### src/rtl/morse_key_classifier_if.sv
// Signal bundle between the Morse key timing front end and its consumers
// (element shift register and letter/word decoder).
interface morse_key_classifier_if;
    logic       tick;
    logic       key;
    logic       SI;
    logic       shift_en;
    logic [2:0] elem_count;
    logic       letter_done;
    logic       word_done;
    logic       overflow;

    modport master (
        input  tick, key,
        output SI, shift_en, elem_count, letter_done, word_done, overflow
    );

    modport slave (
        output tick, key,
        input  SI, shift_en, elem_count, letter_done, word_done, overflow
    );
endinterface

### src/rtl/morse_key_classifier.sv
// Measures key press/release durations in timebase ticks, emits dot/dash
// elements as serial bits, and flags letter and word boundaries from gap length.
module morse_key_classifier #(
    parameter int CNT_W      = 5,
    parameter int MIN_PRESS  = 1,
    parameter int DOT_MAX    = 3,
    parameter int LETTER_GAP = 6,
    parameter int WORD_GAP   = 14,
    parameter int MAX_ELEM   = 5
) (
    input  logic                   clk,
    input  logic                   reset,
    morse_key_classifier_if.master mk
);

    localparam logic [CNT_W-1:0] CNT_MAX     = '1;
    localparam logic [CNT_W-1:0] MIN_PRESS_C = CNT_W'(MIN_PRESS);
    localparam logic [CNT_W-1:0] DOT_MAX_C   = CNT_W'(DOT_MAX);
    localparam logic [CNT_W-1:0] LETTER_END  = CNT_W'(LETTER_GAP - 1);
    localparam logic [CNT_W-1:0] WORD_END    = CNT_W'(WORD_GAP - 1);
    localparam logic [2:0]       MAX_ELEM_C  = 3'(MAX_ELEM);

    typedef enum logic [1:0] {IDLE, PRESS, GAP, WORD} state_t;

    state_t           state_q, state_d;
    logic [CNT_W-1:0] cnt_q, cnt_d;
    logic             key_q, key_d;
    logic [2:0]       elem_q, elem_d;
    logic             si_q, si_d;
    logic             shift_q, shift_d;
    logic             ld_q, ld_d;
    logic             wd_q, wd_d;
    logic             ovf_q, ovf_d;
    logic             rise, fall;

    function automatic logic [CNT_W-1:0] sat_inc(input logic [CNT_W-1:0] v);
        return (v == CNT_MAX) ? v : v + 1'b1;
    endfunction

    assign rise = mk.key & ~key_q;
    assign fall = ~mk.key & key_q;

    always_comb begin
        state_d = state_q;
        cnt_d   = cnt_q;
        key_d   = mk.key;
        elem_d  = elem_q;
        si_d    = si_q;
        shift_d = 1'b0;
        ld_d    = 1'b0;
        wd_d    = 1'b0;
        ovf_d   = ovf_q;

        // The letter's count and overflow stay visible during letter_done.
        if (ld_q) begin
            elem_d = '0;
            ovf_d  = 1'b0;
        end

        unique case (state_q)
            IDLE: begin
                if (rise) begin
                    state_d = PRESS;
                    cnt_d   = '0;
                end
            end
            PRESS: begin
                if (fall) begin
                    cnt_d = '0;
                    if (cnt_q < MIN_PRESS_C) begin
                        state_d = (elem_q != 3'd0) ? GAP : IDLE;
                    end else begin
                        state_d = GAP;
                        si_d    = (cnt_q > DOT_MAX_C);
                        if (elem_q < MAX_ELEM_C) begin
                            shift_d = 1'b1;
                            elem_d  = elem_q + 3'd1;
                        end else begin
                            ovf_d = 1'b1;
                        end
                    end
                end else if (mk.tick) begin
                    cnt_d = sat_inc(cnt_q);
                end
            end
            GAP: begin
                if (rise) begin
                    state_d = PRESS;
                    cnt_d   = '0;
                end else if (mk.tick) begin
                    cnt_d = sat_inc(cnt_q);
                    if (cnt_q == LETTER_END) begin
                        ld_d    = 1'b1;
                        state_d = WORD;
                    end
                end
            end
            WORD: begin
                if (rise) begin
                    state_d = PRESS;
                    cnt_d   = '0;
                end else if (mk.tick) begin
                    cnt_d = sat_inc(cnt_q);
                    if (cnt_q == WORD_END) begin
                        wd_d    = 1'b1;
                        state_d = IDLE;
                    end
                end
            end
            default: state_d = IDLE;
        endcase
    end

    always_ff @(posedge clk or posedge reset) begin
        if (reset) begin
            state_q <= IDLE;
            cnt_q   <= '0;
            key_q   <= 1'b0;
            elem_q  <= '0;
            si_q    <= 1'b0;
            shift_q <= 1'b0;
            ld_q    <= 1'b0;
            wd_q    <= 1'b0;
            ovf_q   <= 1'b0;
        end else begin
            state_q <= state_d;
            cnt_q   <= cnt_d;
            key_q   <= key_d;
            elem_q  <= elem_d;
            si_q    <= si_d;
            shift_q <= shift_d;
            ld_q    <= ld_d;
            wd_q    <= wd_d;
            ovf_q   <= ovf_d;
        end
    end

    assign mk.SI          = si_q;
    assign mk.shift_en    = shift_q;
    assign mk.elem_count  = elem_q;
    assign mk.letter_done = ld_q;
    assign mk.word_done   = wd_q;
    assign mk.overflow    = ovf_q;

endmodule

### src/flat_wrapper.sv
// flat-port wrapper written by rule: the top's interface ports become plain ports
module morse_key_classifier_flat 
#(
    parameter int CNT_W      = 5,
    parameter int MIN_PRESS  = 1,
    parameter int DOT_MAX    = 3,
    parameter int LETTER_GAP = 6,
    parameter int WORD_GAP   = 14,
    parameter int MAX_ELEM   = 5
)
  (clk, reset, mk_tick, mk_key, mk_SI, mk_shift_en, mk_elem_count, mk_letter_done, mk_word_done, mk_overflow);
  morse_key_classifier_if mk_i ();
  input  logic clk;
  input  logic reset;
  input wire logic [$bits(mk_i.tick)-1:0] mk_tick;
  input wire logic [$bits(mk_i.key)-1:0] mk_key;
  output wire logic [$bits(mk_i.SI)-1:0] mk_SI;
  output wire logic [$bits(mk_i.shift_en)-1:0] mk_shift_en;
  output wire logic [$bits(mk_i.elem_count)-1:0] mk_elem_count;
  output wire logic [$bits(mk_i.letter_done)-1:0] mk_letter_done;
  output wire logic [$bits(mk_i.word_done)-1:0] mk_word_done;
  output wire logic [$bits(mk_i.overflow)-1:0] mk_overflow;
  assign mk_i.tick = mk_tick;
  assign mk_i.key = mk_key;
  assign mk_SI = mk_i.SI;
  assign mk_shift_en = mk_i.shift_en;
  assign mk_elem_count = mk_i.elem_count;
  assign mk_letter_done = mk_i.letter_done;
  assign mk_word_done = mk_i.word_done;
  assign mk_overflow = mk_i.overflow;
  morse_key_classifier #(.CNT_W(CNT_W), .MIN_PRESS(MIN_PRESS), .DOT_MAX(DOT_MAX), .LETTER_GAP(LETTER_GAP), .WORD_GAP(WORD_GAP), .MAX_ELEM(MAX_ELEM)) u_core (.clk(clk), .reset(reset), .mk(mk_i));
endmodule
### config.mk
export PLATFORM = sky130hd
export DESIGN_NAME = morse_key_classifier_flat
export DESIGN_NICKNAME = d
export VERILOG_FILES = /design/src/rtl/morse_key_classifier_if.sv /design/src/rtl/morse_key_classifier.sv /design/src/flat_wrapper.sv
export SDC_FILE = /design/constraint.sdc
export NUM_CORES = 1
export LEC_CHECK = 0
export BUFFER_PORTS_ARGS = -buffer_cell sky130_fd_sc_hd__buf_2
export CAP_MARGIN = 10
export CORE_MARGIN = 4
export CORE_UTILIZATION = 45
export CTS_CLUSTER_SIZE = 16
export DETAILED_ROUTE_END_ITERATION = 6
export PLACE_DENSITY = 0.74
export SLEW_MARGIN = 30
export SYNTH_ARGS = -nofsm -noshare
export SYNTH_HDL_FRONTEND = slang
export SYNTH_SLANG_ARGS = --single-unit
export TNS_END_PERCENT = 1
### constraint.sdc
create_clock -name clk -period 1.8 [get_ports clk]
set_clock_uncertainty 0.2 [all_clocks]
set_input_delay 0.36 -clock clk [delete_from_list [all_inputs] [get_ports clk]]
set_output_delay 0.36 -clock clk [all_outputs]
set_load 0.05 [all_outputs]
; ---- After elaboration in Yosys (flattened, before gate mapping)
; Index checks and enable logic that the tools add are counted.
[word_totals]
ff_bits = 16
input_bits = 4
output_inout_bits = 8
word_cells = 75
[classes]
add_sub_neg = 2
n_lt_le_gt_ge = 3
eq_ne = 12
muxes = 39
n_bitwise = 5
reduce_logical = 5
[ops]
columns = op, count
row1 = 5-bit 2-to-1 mux, 5
row2 = 2-bit 2-to-1 mux, 10
row3 = 1-bit 2-to-1 mux, 17
row4 = 3-bit 2-to-1 mux, 5
row5 = 5-bit case mux with 3 select lines, 1
row6 = 2-bit case mux with 4 select lines, 1
row7 = 3-bit by 1-bit != test with 1-bit output (second input constant), 2
row8 = 3-bit by 2-bit != test with 1-bit output (second input constant), 2
row9 = 6-bit AND reduction, 1
row10 = 5-bit by 1-bit adder with 5-bit output (second input constant), 1
row11 = 5-bit by 3-bit == test with 1-bit output (second input constant), 1
row12 = 5-bit by 4-bit == test with 1-bit output (second input constant), 1
row13 = 5-bit == test (second input constant), 1
row14 = 5-bit by 2-bit > comparator with 1-bit output (second input constant), 1
row15 = 5-bit by 1-bit < comparator with 1-bit output (second input constant), 1
row16 = 2-bit == test (second input constant), 2
row17 = 2-bit by 1-bit != test with 1-bit output (second input constant), 2
row18 = 3-bit by 1-bit adder with 3-bit output (second input constant), 1
row19 = 3-bit < comparator (second input constant), 1
row20 = 1-bit NOT, 3
row21 = 3-bit AND reduction, 1
row22 = 3-bit nonzero test, 1
row23 = 1-bit AND, 2
row24 = 2-bit by 1-bit == test with 1-bit output (second input constant), 1
row25 = 2 further kinds, 2

; ---- Depth between registers and ports, before layout
; Gate-level depths: netlist (run 1).
[logic_depth]
depth_word = 5
ltp_mapped = 6
depth_no_buf = 6

; ---- Worst setup path before layout (run 1)
; No wires, ideal clock.
[synth_timing]
kind = register to register
startpoint = reg u_core.elem_q[1], in the netlist u_core.mk.elem_count[1]
endpoint = reg u_core.elem_q[2], in the netlist u_core.mk.elem_count[2]
arrival_time_ns = 1.538
path_slack_ns = -0.012
stages_incl_launch_ff = 6
period_less_slack_ns = 1.812
cell_sequence = dfrtp_1 -> o21ai_0 -> o311a_1 -> buf_6 -> mux2_4 -> o21ai_2
[synth_between]
elab_chain_cells = 5
word_cells_on_any_way = 6
cone_classes = add/sub (1) / order compare (1) / mux (4)
[synth_rtl]
columns = item, line_no
row1 = "start, declared", morse_key_classifier.sv:28  ; logic [2:0] elem_q, elem_d;
row2 = "start signal, assigned", morse_key_classifier.sv:129  ; elem_q <= elem_d;
row3 = 3-bit by 1-bit adder with 3-bit output / 3-bit < comparator (equally long branches), "morse_key_classifier.sv:77, morse_key_classifier.sv:75"
row4 = 3-bit 2-to-1 mux *, morse_key_classifier.sv:75  ; if (elem_q < MAX_ELEM_C) begin
row5 = 3-bit 2-to-1 mux *, morse_key_classifier.sv:70  ; if (cnt_q < MIN_PRESS_C) begin
row6 = 3-bit 2-to-1 mux *, morse_key_classifier.sv:68  ; if (fall) begin
row7 = 3-bit 2-to-1 mux *, morse_key_classifier.sv:60  ; unique case (state_q)
row8 = via u_core.elem_d[2], morse_key_classifier.sv:28
; Mark *: on every way through the listed nets, which the timed path passes. The rest lies on a longest branch.
; A chain may end at the register's enable or synchronous reset.

; ---- Final worst setup path (run 1)
[layout_timing]
startpoint = reg u_core.cnt_q[2]
endpoint = reg u_core.elem_q[2], in the netlist u_core.mk.elem_count[2]
[layout_between]
elab_chain_cells = 4
[layout_rtl]
columns = item, line_no
row1 = "start, declared", morse_key_classifier.sv:26  ; logic [CNT_W-1:0] cnt_q, cnt_d;
row2 = "start signal, assigned", morse_key_classifier.sv:127  ; cnt_q <= cnt_d;
row3 = 5-bit by 1-bit < comparator with 1-bit output, morse_key_classifier.sv:70
row4 = 3-bit 2-to-1 mux, morse_key_classifier.sv:70
row5 = 3-bit 2-to-1 mux, morse_key_classifier.sv:68
row6 = 3-bit 2-to-1 mux, morse_key_classifier.sv:60
row7 = via u_core.elem_d[2], morse_key_classifier.sv:28
; The timed path passes the listed nets, and every way through them passes these cells.

==> impl_metrics.py, run 1 <==
metrics = {
    "clock_network": {
        "cts-buffers-inserted": 3,
        "clkLatencyLatePin_ns": 0.29,
        "clockBufferDepth": 2,
        "cts_root_buffer": "clkbuf_4",
        "cts.sinks": 16,
        "path_clk_slew_ns": 0.10,
        "h-tree-depth": 1,
        "cts_tree": "built",
    },
    "die": {
        "pin_count": 12,
        "num_rows": 16,
        "core_area_um2": 1982,
        "start_util": 0.4798,
        "dieArea_um2": 2913,
        "die_w_um": 53.97,
        "dieHeight_um": 53.97,
    },
    "setup_path": {
        "crit_type": "flop to flop",
        "timing.rr.start": "u_core.cnt_q[2]",
        "required_ns": 1.82,
        "critPathLaunchType": "flop",
        "cp-startpoint": "u_core.cnt_q[2]",
        "cp_data_arrival_time_ns": 1.80,
        "worstSetupEndpointType": "flop",
        "path_max_fanout": 2,
    },
    "yosys": {
        "ys_types": 36,
        "ys_ff_latch": 16,
        "syn_area_per_cell_um2": 9.232,
        "ys_seq_area_frac": 0.4211,
        "syn_area_um2": 950.9,
        "synth_warnings": 0,
        "synth_cells": 103,
        "syn_nets": 111,
    },
    "placed_design": {
        "gp_congestion": 0.8210,
        "place_hpwl_um": 1503,
        "port_buffers": 11,
    },
    "detailed_routing": {
        "avgRoutedWirePerCell_um": 13.15,
        "via_count": 836,
        "wl_um": 1985,
        "dr.first_iter.drc_count": 18,
        "ant_nets": 0,
        "drc": 0,
        "via_per_inst": 5.536,
        "first_pass_iters": 4,
    },
    "cells_and_area": {
        "drive_gt1_frac": 0.2581,
        "antenna_cells": 0,
        "layout_common_cells": "dfrtp_1, buf_2, buf_4",
        "final_nets": 133,
        "syn_to_final_growth_pct": 19.74,
        "final_common_cell": "dfrtp_1",
    },
    "global_route": {
        "grt_first_pass_wirelength_um": 3305,
        "grt_pass1_vias": 766,
        "antenna_found_initial": 0,
        "grt_max_degree": 17,
        "grt_usage": 0.1548,
        "grt-ovfl-total": 0,
    },
    "min_path": {
        "hp-class": "primary input to flop",
        "worstHoldStart": "mk_key",
    },
    "timing": {
        "final-max-slew-violation-count": 0,
        "slew-limit-headroom": 0.5746,
        "hold_viol": 0,
        "fmax_mhz": 563.8,
        "hold_slack_ns": 0.04366,
        "fin_crit_sh": 0.9855,
        "rsz0062_at_grt": "true",
        "tightest_slew_ns": 0.6374,
        "period_needed_ns": 1.774,
        "setup_viol": 0,
    },
    "power": {
        "p_leak_nw": 0.5625,
        "ir_drop_mv": 0.7451,
        "p_total_mw": 1.409,
        "p_per_area_nw_per_um2": 1238,
    },
    "flow_run": {
        "drv_cap": 0,
    },
    "outcome": {
        "status": "complete, no violations",
    },
}
-- power breakdown --
part / switching [mW] / total, mW / internal [mW]
Combinational: 0.420 / 0.693 / 0.273
Clock: 0.121 / 0.207 / 0.0863
Sequential: 0.0694 / 0.509 / 0.440
Total: 0.610 / 1.41 / 0.799
-- what timing repair did --
action | 4_1_cts | 5_1_grt
resized for setup | 0 | 3
setup buffers | 0 | 1
hold buffers | 1 | 0
hold endpoints to repair | 16 | 0
endpoints found under the setup margin | 0 | 6
-- metrics by stage --
stage,setup slack [ns],TNS [ns],area (um^2),instances,utilization
2_1_floorplan,0.009084,0,953.4,103,-
3_3_place_gp,0.08851,0,1084,145,0.5467
3_5_place_dp,0.04558,0,1084,145,0.5467
4_1_cts,0.02534,0,1120,150,0.5650
5_1_grt,-0.03184,-0.05989,1139,151,0.5745
6_report,0.02618,0,1139,151,0.5745
-- cell families after synthesis --
kind of cell | share of synthesized area
compound gates | 0.2027
flops | 0.4210
simple gates | 0.2382
fa+ha+maj | 0.05263
buf+inv | 0.05921
mux | 0.02631
-- flip-flops by register name (all words and copies together), names as in the netlist --
name	flops
u_core.cnt_q	5
u_core.mk.elem_count	3
u_core.state_q	2
u_core.key_q	1
u_core.mk.SI	1
u_core.mk.letter_done	1
u_core.mk.overflow	1
u_core.mk.shift_en	1
u_core.mk.word_done	1
-- metal layers --
layer  wire length [um]  vias to the layer above  global-route usage
met1                951                      387              0.2044
met3                 99                        3             0.03324
met2                913                       24              0.2500
li1                   -                      422                   -
met4                 21                        0             0.04979
met5                  0                        -                   0
-- path summary, 6_finish.rpt --
check | endpoint | slack [ns] | depth (start not counted)
worst max-delay path | u_core.mk.elem_count[2] | 0.03 | 4
worst min-delay path | u_core.key_q | 0.04 | 1
worst max register to register | u_core.mk.elem_count[2] | 0.03 | 4
worst min register to register | u_core.mk.SI | 0.31 | 1
max in group asynchronous | u_core.mk.elem_count[1] | 0.47 | 3
min in group asynchronous | u_core.mk.word_done | 0.48 | 3
-- worst max-delay path, cell delays in order (launching register included) --
cell,delay (ns)
dfrtp_1,0.39
or3_1,0.36
o311a_1,0.33
mux2_4,0.31
o21ai_2,0.11
-- Yosys cell counts, drive strengths merged --
library cell,instances,area (um^2)
nand3,8,40.04
o211ai,1,7.510
a221o,1,10.01
nor2b,3,18.77
nand2,9,33.78
and3b,2,17.52
and4,1,8.760
a21bo,1,10.01
o22a,2,17.52
a21o,1,7.510
nand2b,2,12.51
dfrtp,16,400.4
a41oi,2,17.52
a22o,2,17.52
mux2i,1,10.01
o22ai,3,18.77
nor3b,2,15.01
a211oi,1,7.510
o31ai,1,7.510
ha,4,50.05
nor3,4,20.02
o21ai,6,33.78
buf,1,11.26
inv,8,30.03
a21oi,4,20.02
o311a,1,10.01
mux2,1,15.01
nor2,5,18.77
a22oi,1,7.510
and4b,1,10.01
clkbuf,4,15.01
or3,1,6.260
and4bb,1,12.51
nand4,2,12.51
-- area by class of cell --
cell class                      count  area (um^2)
Multi-Input combinational cell     74        504.2
Tap cell                           27        33.78
Sequential cell                    16        404.1
Fill cell                         170        843.3
Timing Repair Buffer               22        140.1
Inverter                            8        30.03
Clock buffer                        4        26.28
Note: power is estimated with default switching activity, not from simulation.
==> run 2, diff against run 1 <==
==> constraint.sdc (replaced) <==
create_clock -name clk -period 1.8 [get_ports clk]
set_clock_uncertainty 0.2 [all_clocks]
set_input_delay 0.18 -clock clk [delete_from_list [all_inputs] [get_ports clk]]
set_output_delay 0.18 -clock clk [all_outputs]
set_load 0.05 [all_outputs]
==> impl_metrics.py, run 2 (same netlist as run 1, synthesis figures left out) <==
metrics = {
    "timing": {
        "fin_crit_sh": 0.9823,
        "fmax_mhz": 565.5,
        "finalSetupTns_ns": 0,
        "rsz0062_at_grt": "true",
        "tightest_slew_ns": 0.6343,
        "setup_viol": 0,
        "final-max-slew-violation-count": 0,
        "slew-limit-headroom": 0.5767,
        "hold_slack_ns": 0.03346,
        "period_needed_ns": 1.768,
        "hold_viol": 0,
    },
    "detailed_routing": {
        "wl_um": 2053,
        "ant_nets": 0,
        "avgRoutedWirePerCell_um": 13.60,
        "drc": 0,
        "first_pass_iters": 4,
        "dr.first_iter.drc_count": 19,
        "via_count": 849,
        "via_per_inst": 5.623,
    },
    "setup_path": {
        "cp_data_arrival_time_ns": 1.79,
        "worstSetupEndpointType": "flop",
        "required_ns": 1.82,
        "path_max_fanout": 2,
        "critPathLaunchType": "flop",
        "crit_type": "flop to flop",
        "r2r_slack_ns": 0.03,
    },
    "cells_and_area": {
        "antenna_cells": 0,
        "layout_common_cells": "dfrtp_1, buf_2, buf_4",
        "final_nets": 133,
        "drive_gt1_frac": 0.2500,
        "syn_to_final_growth_pct": 20.53,
        "post-route-util": 0.5783,
        "largest_register": "u_core.cnt_q",
        "largest_reg_flops": 5,
        "final_common_cell": "dfrtp_1",
    },
    "placed_design": {
        "gp_congestion": 0.8522,
        "place_hpwl_um": 1505,
        "port_buffers": 11,
    },
    "clock_network": {
        "clkLatencyLatePin_ns": 0.28,
        "path_clk_slew_ns": 0.09,
        "cts_root_buffer": "clkbuf_4",
        "cts.sinks": 16,
        "clockBufferDepth": 2,
        "h-tree-depth": 1,
        "cts_tree": "built",
        "cts-buffers-inserted": 3,
    },
    "global_route": {
        "grt-ovfl-total": 0,
        "grt_usage": 0.1682,
        "grt_first_pass_wirelength_um": 3470,
        "antenna_found_initial": 0,
        "grt_pass1_vias": 791,
        "grt_max_degree": 17,
    },
    "die": {
        "die_w_um": 53.97,
        "start_util": 0.4798,
        "core_area_um2": 1982,
        "pin_count": 12,
        "dieArea_um2": 2913,
        "num_rows": 16,
        "dieHeight_um": 53.97,
    },
    "min_path": {
        "hp-class": "primary input to flop",
    },
    "power": {
        "p_leak_nw": 0.5718,
        "p_total_mw": 1.405,
        "ir_drop_mv": 0.5985,
        "p_per_area_nw_per_um2": 1226,
    },
    "outcome": {
        "status": "complete, no violations",
    },
    "flow_run": {
        "drv_cap": 0,
    },
}
[run 2: area by class of cell]
class | instances | area, um^2
Timing Repair Buffer | 22 | 147.6
Sequential cell | 16 | 402.9
Inverter | 8 | 30.03
Multi-Input combinational cell | 74 | 505.5
Tap cell | 27 | 33.78
Clock buffer | 4 | 26.28
Fill cell | 168 | 835.8
[run 2: metrics by stage]
stage / cells / worst slack, ns / area, um^2
floorplan: 103 / 0.009084 / 953.4
detailed placement: 145 / 0.04270 / 1084
global placement: 145 / 0.08541 / 1084
CTS: 151 / 0.01815 / 1130
finish: 151 / 0.03179 / 1146
global route: 151 / -0.02984 / 1146
[run 2: final timing paths]
check                      depth (start not counted)       startpoint                       to
min in group asynchronous                          3            reset             u_core.key_q
setup reg to reg                                   4  u_core.cnt_q[2]  u_core.mk.elem_count[2]
setup / recovery                                   4  u_core.cnt_q[2]  u_core.mk.elem_count[2]
hold / removal                                     3          mk_tick          u_core.cnt_q[0]
hold reg to reg                                    1     u_core.mk.SI             u_core.mk.SI
max in group asynchronous                          3            reset  u_core.mk.elem_count[1]
[run 2: what timing repair did]
item,in CTS,in global routing
hold buffers,2,0
gates resized for setup,0,4
setup buffers,0,1
endpoints found under the setup margin,0,5
hold endpoints to repair,17,0
[run 2: per-layer routing]
| layer | part of all wire | GRT usage | vias up |
|---|---|---|---|
| li1 | - | - | 424 |
| met1 | 0.45 | 0.2114 | 401 |
| met2 | 0.49 | 0.2702 | 20 |
| met3 | 0.050 | 0.03324 | 4 |
| met4 | 0.017 | 0.08714 | 0 |
| met5 | 0 | 0 | - |
[run 2: power breakdown]
| group | switching, mW | internal [mW] | total [mW] |
|---|---|---|---|
| Combinational | 0.443 | 0.280 | 0.722 |
| Clock | 0.111 | 0.0860 | 0.197 |
| Sequential | 0.0488 | 0.437 | 0.486 |
| Total | 0.602 | 0.803 | 1.41 |
[run 2: worst max-delay path, cell delays in order, from the launching register on]
cell and delay [ns]:
dfrtp_1 0.39, or3_1 0.37, o311a_1 0.34, mux2_4 0.31, o21ai_2 0.10
